## src/rtl/margin_table_builder_pkg.sv

```systemverilog
// Shared encodings and slot packing for the margin table builder and its consumers.
package margin_table_builder_pkg;

  localparam int unsigned NUM_SLOTS = 6;
  localparam int unsigned NUM_PHENO = 2;

  localparam logic [1:0] GENO_AA      = 2'd0;
  localparam logic [1:0] GENO_AB      = 2'd1;
  localparam logic [1:0] GENO_BB      = 2'd2;
  localparam logic [1:0] GENO_MISSING = 2'd3;

  localparam logic PHENO_CTRL = 1'b0;
  localparam logic PHENO_CASE = 1'b1;

  typedef enum logic {StAccum, StEmit} state_e;

  // Slot k = 3*pheno + geno; the downstream divider unpacks the table the same way.
  function automatic logic [2:0] slot_idx(input logic pheno, input logic [1:0] geno);
    return (pheno == PHENO_CASE) ? (3'd3 + {1'b0, geno}) : {1'b0, geno};
  endfunction

endpackage

```

## src/rtl/margin_table_builder_sat_counter.sv

```systemverilog
// Saturating up-counter; clear wins over increment so a new SNP starts from zero.
module margin_table_builder_sat_counter #(
  parameter int unsigned Width = 16
) (
  input  logic             clk_i,
  input  logic             rst_ni,
  input  logic             inc_i,
  input  logic             clr_i,
  output logic [Width-1:0] nxt_o,
  output logic             sat_o
);

  localparam logic [Width-1:0] MaxVal = '1;

  logic [Width-1:0] cnt_q, cnt_d;

  // Next count including this cycle's increment; sat_o flags an increment lost at the ceiling.
  always_comb begin
    sat_o = inc_i && (cnt_q == MaxVal);
    nxt_o = (inc_i && (cnt_q != MaxVal)) ? cnt_q + 1'b1 : cnt_q;
    cnt_d = clr_i ? '0 : nxt_o;
  end

  // Count register.
  always_ff @(posedge clk_i or negedge rst_ni) begin
    if (!rst_ni) begin
      cnt_q <= '0;
    end else begin
      cnt_q <= cnt_d;
    end
  end

endmodule

```

## src/rtl/margin_table_builder.sv

```systemverilog
// Accumulates the 2x3 genotype-by-phenotype margin table for one SNP and emits it on a pulse.
module margin_table_builder
  import margin_table_builder_pkg::*;
#(
  parameter int unsigned DATA_WIDTH   = 16,
  parameter int unsigned SAMPLE_COUNT = 1024
) (
  input  logic                    clk,
  input  logic                    rst,
  input  logic [1:0]              geno_in,
  input  logic                    pheno_in,
  input  logic                    sample_valid_in,
  input  logic                    sample_last_in,
  output logic                    sample_ready_out,
  output logic [6*DATA_WIDTH-1:0] margin_table_out,
  output logic [2*DATA_WIDTH-1:0] n_out,
  output logic [DATA_WIDTH-1:0]   missing_out,
  output logic                    overflow_out,
  output logic                    length_err_out,
  output logic                    data_valid_out
);

  logic                    called, accept_last, miss_inc, miss_lost, lost_any, idx_sat_unused;
  logic [NUM_SLOTS-1:0]    slot_inc, slot_lost;
  logic [NUM_PHENO-1:0]    n_inc, n_lost;
  logic [DATA_WIDTH-1:0]   slot_nxt [NUM_SLOTS];
  logic [DATA_WIDTH-1:0]   n_nxt [NUM_PHENO];
  logic [DATA_WIDTH-1:0]   miss_nxt, idx_nxt;

  logic                    ovf_q, ovf_d, ready_q, ready_d;
  logic [6*DATA_WIDTH-1:0] table_q, table_d;
  logic [2*DATA_WIDTH-1:0] n_q, n_d;
  logic [DATA_WIDTH-1:0]   miss_q, miss_d;
  logic                    ovf_out_q, ovf_out_d, len_err_q, len_err_d;
  state_e                  state_q, state_d;

  // Decode the incoming sample into per-counter increments.
  always_comb begin
    called      = geno_in inside {GENO_AA, GENO_AB, GENO_BB};
    accept_last = sample_valid_in && sample_last_in;
    for (int k = 0; k < NUM_SLOTS; k++) begin
      slot_inc[k] = sample_valid_in && called && (slot_idx(pheno_in, geno_in) == 3'(k));
    end
    n_inc[0] = sample_valid_in && called && (pheno_in == PHENO_CTRL);
    n_inc[1] = sample_valid_in && called && (pheno_in == PHENO_CASE);
    miss_inc = sample_valid_in && (geno_in == GENO_MISSING);
  end

  for (genvar k = 0; k < NUM_SLOTS; k++) begin : g_slot
    margin_table_builder_sat_counter #(.Width(DATA_WIDTH)) u_cnt (
      .clk_i (clk),
      .rst_ni(rst),
      .inc_i (slot_inc[k]),
      .clr_i (accept_last),
      .nxt_o (slot_nxt[k]),
      .sat_o (slot_lost[k])
    );
  end

  for (genvar i = 0; i < NUM_PHENO; i++) begin : g_n
    margin_table_builder_sat_counter #(.Width(DATA_WIDTH)) u_cnt (
      .clk_i (clk),
      .rst_ni(rst),
      .inc_i (n_inc[i]),
      .clr_i (accept_last),
      .nxt_o (n_nxt[i]),
      .sat_o (n_lost[i])
    );
  end

  margin_table_builder_sat_counter #(.Width(DATA_WIDTH)) u_miss (
    .clk_i (clk),
    .rst_ni(rst),
    .inc_i (miss_inc),
    .clr_i (accept_last),
    .nxt_o (miss_nxt),
    .sat_o (miss_lost)
  );

  // The index only feeds the length check, so its saturation never raises overflow.
  margin_table_builder_sat_counter #(.Width(DATA_WIDTH)) u_idx (
    .clk_i (clk),
    .rst_ni(rst),
    .inc_i (sample_valid_in),
    .clr_i (accept_last),
    .nxt_o (idx_nxt),
    .sat_o (idx_sat_unused)
  );

  // Sticky overflow and output-register loads on the accepted last sample.
  always_comb begin
    lost_any  = (|slot_lost) || (|n_lost) || miss_lost;
    ovf_d     = accept_last ? 1'b0 : (ovf_q || lost_any);
    ready_d   = 1'b1;
    table_d   = table_q;
    n_d       = n_q;
    miss_d    = miss_q;
    ovf_out_d = ovf_out_q;
    len_err_d = len_err_q;
    if (accept_last) begin
      for (int k = 0; k < NUM_SLOTS; k++) begin
        table_d[k*DATA_WIDTH +: DATA_WIDTH] = slot_nxt[k];
      end
      for (int i = 0; i < NUM_PHENO; i++) begin
        n_d[i*DATA_WIDTH +: DATA_WIDTH] = n_nxt[i];
      end
      miss_d    = miss_nxt;
      ovf_out_d = ovf_q || lost_any;
      len_err_d = 32'(idx_nxt) != SAMPLE_COUNT;
    end
  end

  // Result, sticky-flag and ready registers.
  always_ff @(posedge clk or negedge rst) begin
    if (!rst) begin
      ovf_q     <= 1'b0;
      ready_q   <= 1'b0;
      table_q   <= '0;
      n_q       <= '0;
      miss_q    <= '0;
      ovf_out_q <= 1'b0;
      len_err_q <= 1'b0;
    end else begin
      ovf_q     <= ovf_d;
      ready_q   <= ready_d;
      table_q   <= table_d;
      n_q       <= n_d;
      miss_q    <= miss_d;
      ovf_out_q <= ovf_out_d;
      len_err_q <= len_err_d;
    end
  end

  // FSM state register.
  always_ff @(posedge clk or negedge rst) begin
    if (!rst) begin
      state_q <= StAccum;
    end else begin
      state_q <= state_d;
    end
  end

  // FSM next state: every accepted last sample leads into a pulse cycle, even from a pulse cycle.
  always_comb begin
    state_d = accept_last ? StEmit : StAccum;
  end

  // FSM outputs and held result ports.
  always_comb begin
    data_valid_out   = (state_q == StEmit);
    sample_ready_out = ready_q;
    margin_table_out = table_q;
    n_out            = n_q;
    missing_out      = miss_q;
    overflow_out     = ovf_out_q;
    length_err_out   = len_err_q;
  end

endmodule

```

## config.mk

```make
export PLATFORM = sky130hd
export DESIGN_NAME = margin_table_builder
export DESIGN_NICKNAME = d
export VERILOG_FILES = /design/src/rtl/margin_table_builder_pkg.sv /design/src/rtl/margin_table_builder_sat_counter.sv /design/src/rtl/margin_table_builder.sv
export SDC_FILE = /design/constraint.sdc
export NUM_CORES = 1
export LEC_CHECK = 0
export ABC_AREA = 1
export BUFFER_PORTS_ARGS = -buffer_cell sky130_fd_sc_hd__buf_4
export CORE_MARGIN = 5
export CORE_UTILIZATION = 55
export DETAILED_ROUTE_END_ITERATION = 8
export GPL_TIMING_DRIVEN = 0
export PLACE_DENSITY = 0.83
export RECOVER_POWER = 50
export SLEW_MARGIN = 10
export SYNTH_ARGS = -nofsm -noshare
export SYNTH_HDL_FRONTEND = slang
export SYNTH_SLANG_ARGS = --single-unit
```

## constraint.sdc

```tcl
create_clock -name clk -period 2.8 [get_ports clk]
set_input_delay 0.14 -clock clk [delete_from_list [all_inputs] [get_ports clk]]
set_output_delay 0.14 -clock clk [all_outputs]
set_load 0.02 [all_outputs]
```

# Yosys cells after proc, flatten, opt, wreduce, memory -nomap -nowiden
# Cells that the tools add are included.
[op_classes]
n_addsub = 11
n_mul = 0
n_div = 0
magnitude_cmp = 0
n_eq_ne = 28
shift = 0
mux = 23
bitwise_logic = 1
n_reduce_logical = 38
[op_table]
columns = ["cell", "n"]
rows = [
  ["$mux 16", 20],
  ["$add 16x1->16 const B", 10],
  ["$ne 16x16->1 const B", 10],
  ["$eq 16x16->1 const B", 9],
  ["$logic_and 1x1->1", 30],
  ["$ne 16x11->1 const B", 1],
  ["$eq 3x2->1 const B", 2],
  ["$eq 3x3->1 const B", 2],
  ["$reduce_or 6->1", 1],
  ["$eq 2x2->1 const B", 2],
  ["$add 2x2->3 const A", 1],
  ["$eq 3x1->1 const B", 1],
  ["$logic_not 3->1", 1],
  ["$logic_or 1x1->1", 3],
  ["$mux 3", 1],
  ["$reduce_bool 3->1", 1],
  ["$eq 2x1->1 const B", 1],
  ["$logic_not 2->1", 1],
  ["$mux 1", 2],
  ["$reduce_or 2->1", 1],
  ["$not 1->1", 1],
]
[word_totals]
regBits = 309
latchBits = 0
ram_bits = 0
romBits = 0
in_bits = 7
out_inout_bits = 148
word_cells = 119
memories = 0

# Longest topological paths before layout
[depth]
depth_word = 10
mapped_depth = 14
ltp_nobuf = 14

# Modules after synthesis
# Synthesis repeated with hierarchy kept, for this count alone.
[unflattened]
cells_unflattened = 2457
hier_area_um2 = 17758.3
[modules_own_cells]
columns = ["mod", "instances", "cells_each", "area_per_inst_um2", "seq_area_each_um2"]
rows = [
  ["margin_table_builder_sat_counter", 10, 178, 1194.9, 400.4],
  ["margin_table_builder", 1, 677, 5809.3, 3728.6],
]

# Worst setup path after synthesis
# Ideal clock, no wire load.
[synth_timing]
path_kind = "register to register"
from = "register g_slot[5].u_cnt.cnt_q[0]"
to = "register table_q[94] (netlist: margin_table_out[94])"
setup_ns = 0.129
t_arrival_ns = 1.609
t_required_ns = 2.671
slack_ns = 1.062
path_stages_with_launch = 11
path_buffers = 0
synth_period_minus_slack_ns = 1.738
path_cell_list = "dfrtp_1 -> ha_1 -> nand3_1 -> nor3_1 -> nand3_1 -> nand2_2 -> clkinv_2 -> nand2_2 -> nor2_2 -> xnor2_1 -> o21ai_1"
[synth_via]
elab_chain_len = 3
[synth_rtl]
columns = ["element", "line_no", "source"]
rows = [
  ["start: declaration", "margin_table_builder_sat_counter.sv:15", "logic [Width-1:0] cnt_q, cnt_d;"],
  ["start signal: assignment", "margin_table_builder_sat_counter.sv:29", "cnt_q <= cnt_d;"],
  ["branches (longest 2 deep; another with $add 16x1->16)", "-", ""],
  ["$mux 16 (*)", "margin_table_builder_sat_counter.sv:20", "nxt_o = (inc_i && (cnt_q != MaxVal)) ? cnt_q + 1'b1 : cnt_q;"],
  ["end signal: assignment", "margin_table_builder.sv:126", "table_q <= table_d;"],
  ["end: declaration", "margin_table_builder.sv:31", "logic [6*DATA_WIDTH-1:0] table_q, table_d;"],
]
# Every way passes the cells marked *.
# A chain may end at the register's enable or synchronous reset.

# Worst setup path after layout
[layout_timing]
from = "input port sample_valid_in"
to = "register g_slot[2].u_cnt.cnt_q[12]"
[layout_via]
elab_chain_len = 5
[layout_rtl]
columns = ["element", "line_no", "source"]
rows = [
  ["start: declaration", "margin_table_builder.sv:12", "input logic sample_valid_in,"],
  ["$logic_and 1x1->1 (2 in series)", "margin_table_builder.sv:42", "slot_inc[k] = sample_valid_in && called && (slot_idx(pheno_in, geno_in) == 3'(k));"],
  ["$logic_and 1x1->1", "margin_table_builder_sat_counter.sv:20", ""],
  ["$mux 16", "margin_table_builder_sat_counter.sv:20", ""],
  ["$mux 16 (*)", "margin_table_builder_sat_counter.sv:21", "cnt_d = clr_i ? '0 : nxt_o;"],
  ["via g_slot[2].u_cnt.cnt_d[12]", "margin_table_builder_sat_counter.sv:15", ""],
  ["end signal: assignment", "margin_table_builder_sat_counter.sv:29", ""],
  ["end: declaration", "margin_table_builder_sat_counter.sv:15", ""],
]
# The timed path passes the listed nets; every way through them passes the cells marked *.

==> impl_metrics.yaml <==
status:
  status: "complete, but fails checks"
  failed_checks: "max-capacitance violations, max-slew violations"
place:
  gp_congestion: 0.9338
  dpl.hpwl_um: 25710
  pre_cts_ws_ns: 0.2783
  dpl_cell_area_mm2: 0.01607
  port_buffers: 153
grt:
  use_met1_pct: 34.19
  grt-busiest-layer: "met2"
  grt_pass1_wl_um: 60060
  antenna_found_initial: 0
  gr-usage-met3_pct: 4.161
  grt_util_all_layers_pct: 24.76
  grt_max_degree: 97
  grt_pass1_vias: 12120
  grt_util_met2_pct: 41.13
  overflow: 0
sta:
  rsz0062_at_grt: "no"
  period_share_pct: 89.46
  tightestPinTransition_ns: 1.645
  fmax_ghz: 0.3992
  min_period_ns: 2.505
  hold_viol: 0
  slew_violations: 61
  slew_headroom_pct: -9.689
  layout_setup_ws_ns: 0.2951
  finalSetupViolCount: 0
  clock-skew-final_ns: 0.008202
die:
  die_y_um: 171.9
  rows: 59
  initial_utilization_pct: 55.61
  ios: 155
  die_w_um: 171.9
  die_area_mm2: 0.02953
  core_mm2: 0.02591
route:
  dr.pass1.iters: 5
  drc_errors: 0
  drt_iter0_drc: 1012
  via_count: 12120
  drt-total-wl_um: 35750
  wl_per_cell_um: 15.84
  viasPerCell: 5.370
  ant_nets: 0
yosys:
  synth.net_count: 1727
  synth_edf_count: 0
  syn_area_mm2: 0.01441
  synth_top_flop_cell: "dfrtp_1"
  synth.ff_latch_count: 309
  synth_cells: 1707
  syn_avg_cell_area_um2: 8.441
  synth.yosys.seq_area_share_pct: 53.66
  yosys_warnings: 0
  synth-async-reset-ratio_pct: 100.0
  ys_types: 35
pwr:
  power_mw: 10.35
  power.density_mw_per_mm2: 609.9
  p_leak_nw: 7.855
  vdd_drop_max_mv: 0.4657
cells_and_area:
  drive_gt1_share_pct: 9.521
  area_delta_synth_final_pct: 17.75
  final_nets: 1918
  diodes: 0
  finalInstanceArea_mm2: 0.01697
setup_path:
  end_kind: "register"
  cp.required_ns: 3.21
  critPathMaxFanout: 10
  critPathArrivalTime_ns: 2.92
  path_class: "in2reg"
  cp-start-kind: "primary input"
clocking:
  post_cts_buffers: 0
  cts.sinks: 309
  insertion_delay_ns: 0.55
  cts_tree: "built"
  cts_buffer_depth: 3
  clockRootBuffer: "clkbuf_16"
  post_cts_resized: 0
  htreeDepth: 1
  numCtsBuffers: 31
  cts_hold_buf: 2
  clk_pin_slew_ns: 0.06
job:
  drv_cap: 1
hold_path:
  hold_class: "in2reg"
final timing paths:
kind                       cells after the start                               start  slack [ns]                             endpoint
setup / recovery                               8                     sample_valid_in        0.30  g_slot[2].u_cnt.cnt_q[12]$_DFF_PN0_
hold / removal                                 6                            pheno_in        0.21     g_n[0].u_cnt.cnt_q[15]$_DFF_PN0_
setup reg to reg                               8  g_slot[2].u_cnt.cnt_q[0]$_DFF_PN0_        0.56     margin_table_out[38]$_DFFE_PN0P_
hold reg to reg                                2    margin_table_out[37]$_DFFE_PN0P_        0.48     margin_table_out[37]$_DFFE_PN0P_
max in group asynchronous                      3                                 rst        0.66     margin_table_out[34]$_DFFE_PN0P_
min in group asynchronous                      2                                 rst        0.55                n_out[19]$_DFFE_PN0P_
cell usage in the layout (no fill, tap or decap), types with 4 or more instances in the layout:
| master | Yosys | final |
|---|---|---|
| buf_4 | 1 | 80 |
| bufinv_16 | 0 | 8 |
| nand2_2 | 10 | 10 |
| buf_1 | 5 | 5 |
| inv_1 | 120 | 120 |
| nand3_1 | 83 | 83 |
| a21oi_1 | 4 | 4 |
| nor2_1 | 279 | 279 |
| nor3_1 | 26 | 26 |
| clkbuf_16 | 0 | 31 |
| nor2_2 | 12 | 12 |
| nand3b_1 | 5 | 5 |
| dfrtp_1 | 309 | 309 |
| nand4_1 | 31 | 31 |
| ha_1 | 13 | 13 |
| nor3_2 | 4 | 4 |
| xor2_1 | 93 | 93 |
| mux2i_1 | 9 | 9 |
| clkbuf_1 | 40 | 117 |
| nor2_4 | 5 | 5 |
| clkbuf_8 | 0 | 9 |
| nor4_1 | 8 | 8 |
| nand2_1 | 429 | 429 |
| clkinv_2 | 1 | 6 |
| o21bai_1 | 5 | 5 |
| xnor2_1 | 30 | 30 |
| o21ai_0 | 134 | 134 |
| o21ai_1 | 29 | 29 |
| inv_2 | 5 | 5 |
| buf_2 | 7 | 7 |
flip-flops by register name (all words and copies together) (netlist names):
register,cells
length_err_out,1
missing_out,16
n_out,32
sample_ready_out,1
ovf_q,1
margin_table_out,96
g_n.u_cnt.cnt_q,32
g_slot.u_cnt.cnt_q,96
u_idx.cnt_q,16
u_miss.cnt_q,16
data_valid_out,1
overflow_out,1
metal layers:
layer  part of all wire, %  vias to the layer above
li1                      -                     5798
met1                    42                     5872
met2                    48                      372
met3                   7.0                       77
met4                   2.6                        0
met5                     0                        -
synth_stat cells (all sizes together) (2+ instances only):
cell type | number | area (µm²)
nor2 | 296 | 1179
xor2 | 93 | 814.5
dfrtp | 309 | 7732
nand3b | 5 | 37.54
nand4 | 31 | 193.9
and2 | 3 | 18.77
o22ai | 2 | 12.51
nor3 | 30 | 170.2
o21ai | 163 | 815.8
nand2 | 440 | 1684
nor4 | 8 | 50.05
o21bai | 5 | 37.54
buf | 14 | 72.57
clkinv | 2 | 8.750
nand3 | 83 | 415.4
mux2i | 9 | 90.09
xnor2 | 30 | 262.8
inv | 125 | 469.2
ha | 13 | 162.7
a21oi | 4 | 20.02
clkbuf | 40 | 150.1
power breakdown:
part / switching [mW] / total [mW] / internal [mW] / leakage (nW)
sequential: 0.141 / 4.78 / 4.63 / 4.26
clock: 1.72 / 4.71 / 2.99 / 0.584
combinational: 0.601 / 0.857 / 0.256 / 3.01
total: 2.46 / 10.3 / 7.88 / 7.85
critical path: stages:
cell,delay (ns)
dlygate4sd3_1,0.53
buf_4,0.18
nand2_1,0.35
buf_2,0.35
clkinv_1,0.13
clkbuf_1,0.66
clkbuf_1,0.46
nor2_1,0.11
final cells by class:
cell class / count / area, µm²
clock inverters: 13 / 265.3
fillers: 2088 / 8945
plain buffers: 54 / 222.7
multi-input cells: 1217 / 5976
inverters: 127 / 478.0
repair buffers: 158 / 958.4
well taps: 335 / 419.2
flip-flops and latches: 309 / 7732
clock buffers: 44 / 914.6
kinds of logic (layout without fill, tap and decap cells):
| family | Yosys count | count (layout) | synth area share (%) |
|---|---|---|---|
| AOI/OAI and AO/OA | 174 | 174 | 6.148 |
| xor gates and xnor gates | 123 | 123 | 7.477 |
| adders and majority gates | 13 | 13 | 1.129 |
| buffers and inverters | 181 | 396 | 4.863 |
| DFF | 309 | 309 | 53.66 |
| muxes | 9 | 9 | 0.6252 |
| other | 1 | 1 | 0.02603 |
| and+or+nand+nor | 897 | 897 | 26.07 |
through the flow:
| stage | cells | TNS [ns] | hold slack [ns] | util (%) |
|---|---|---|---|---|
| finish | 2257 | 0 | 0.2090 | 65.48 |
| global route | 2257 | 0 | 0.2277 | 65.48 |
| CTS | 2257 | 0 | 0.1398 | 66.64 |
| detailed placement | 2198 | 0 | 0.1205 | 62.01 |
| global placement | 2195 | -312.93 | 0.4660 | 61.66 |
| floorplan | 1707 | 0 | -0.1556 | - |
(Power assumes the default switching activity.)
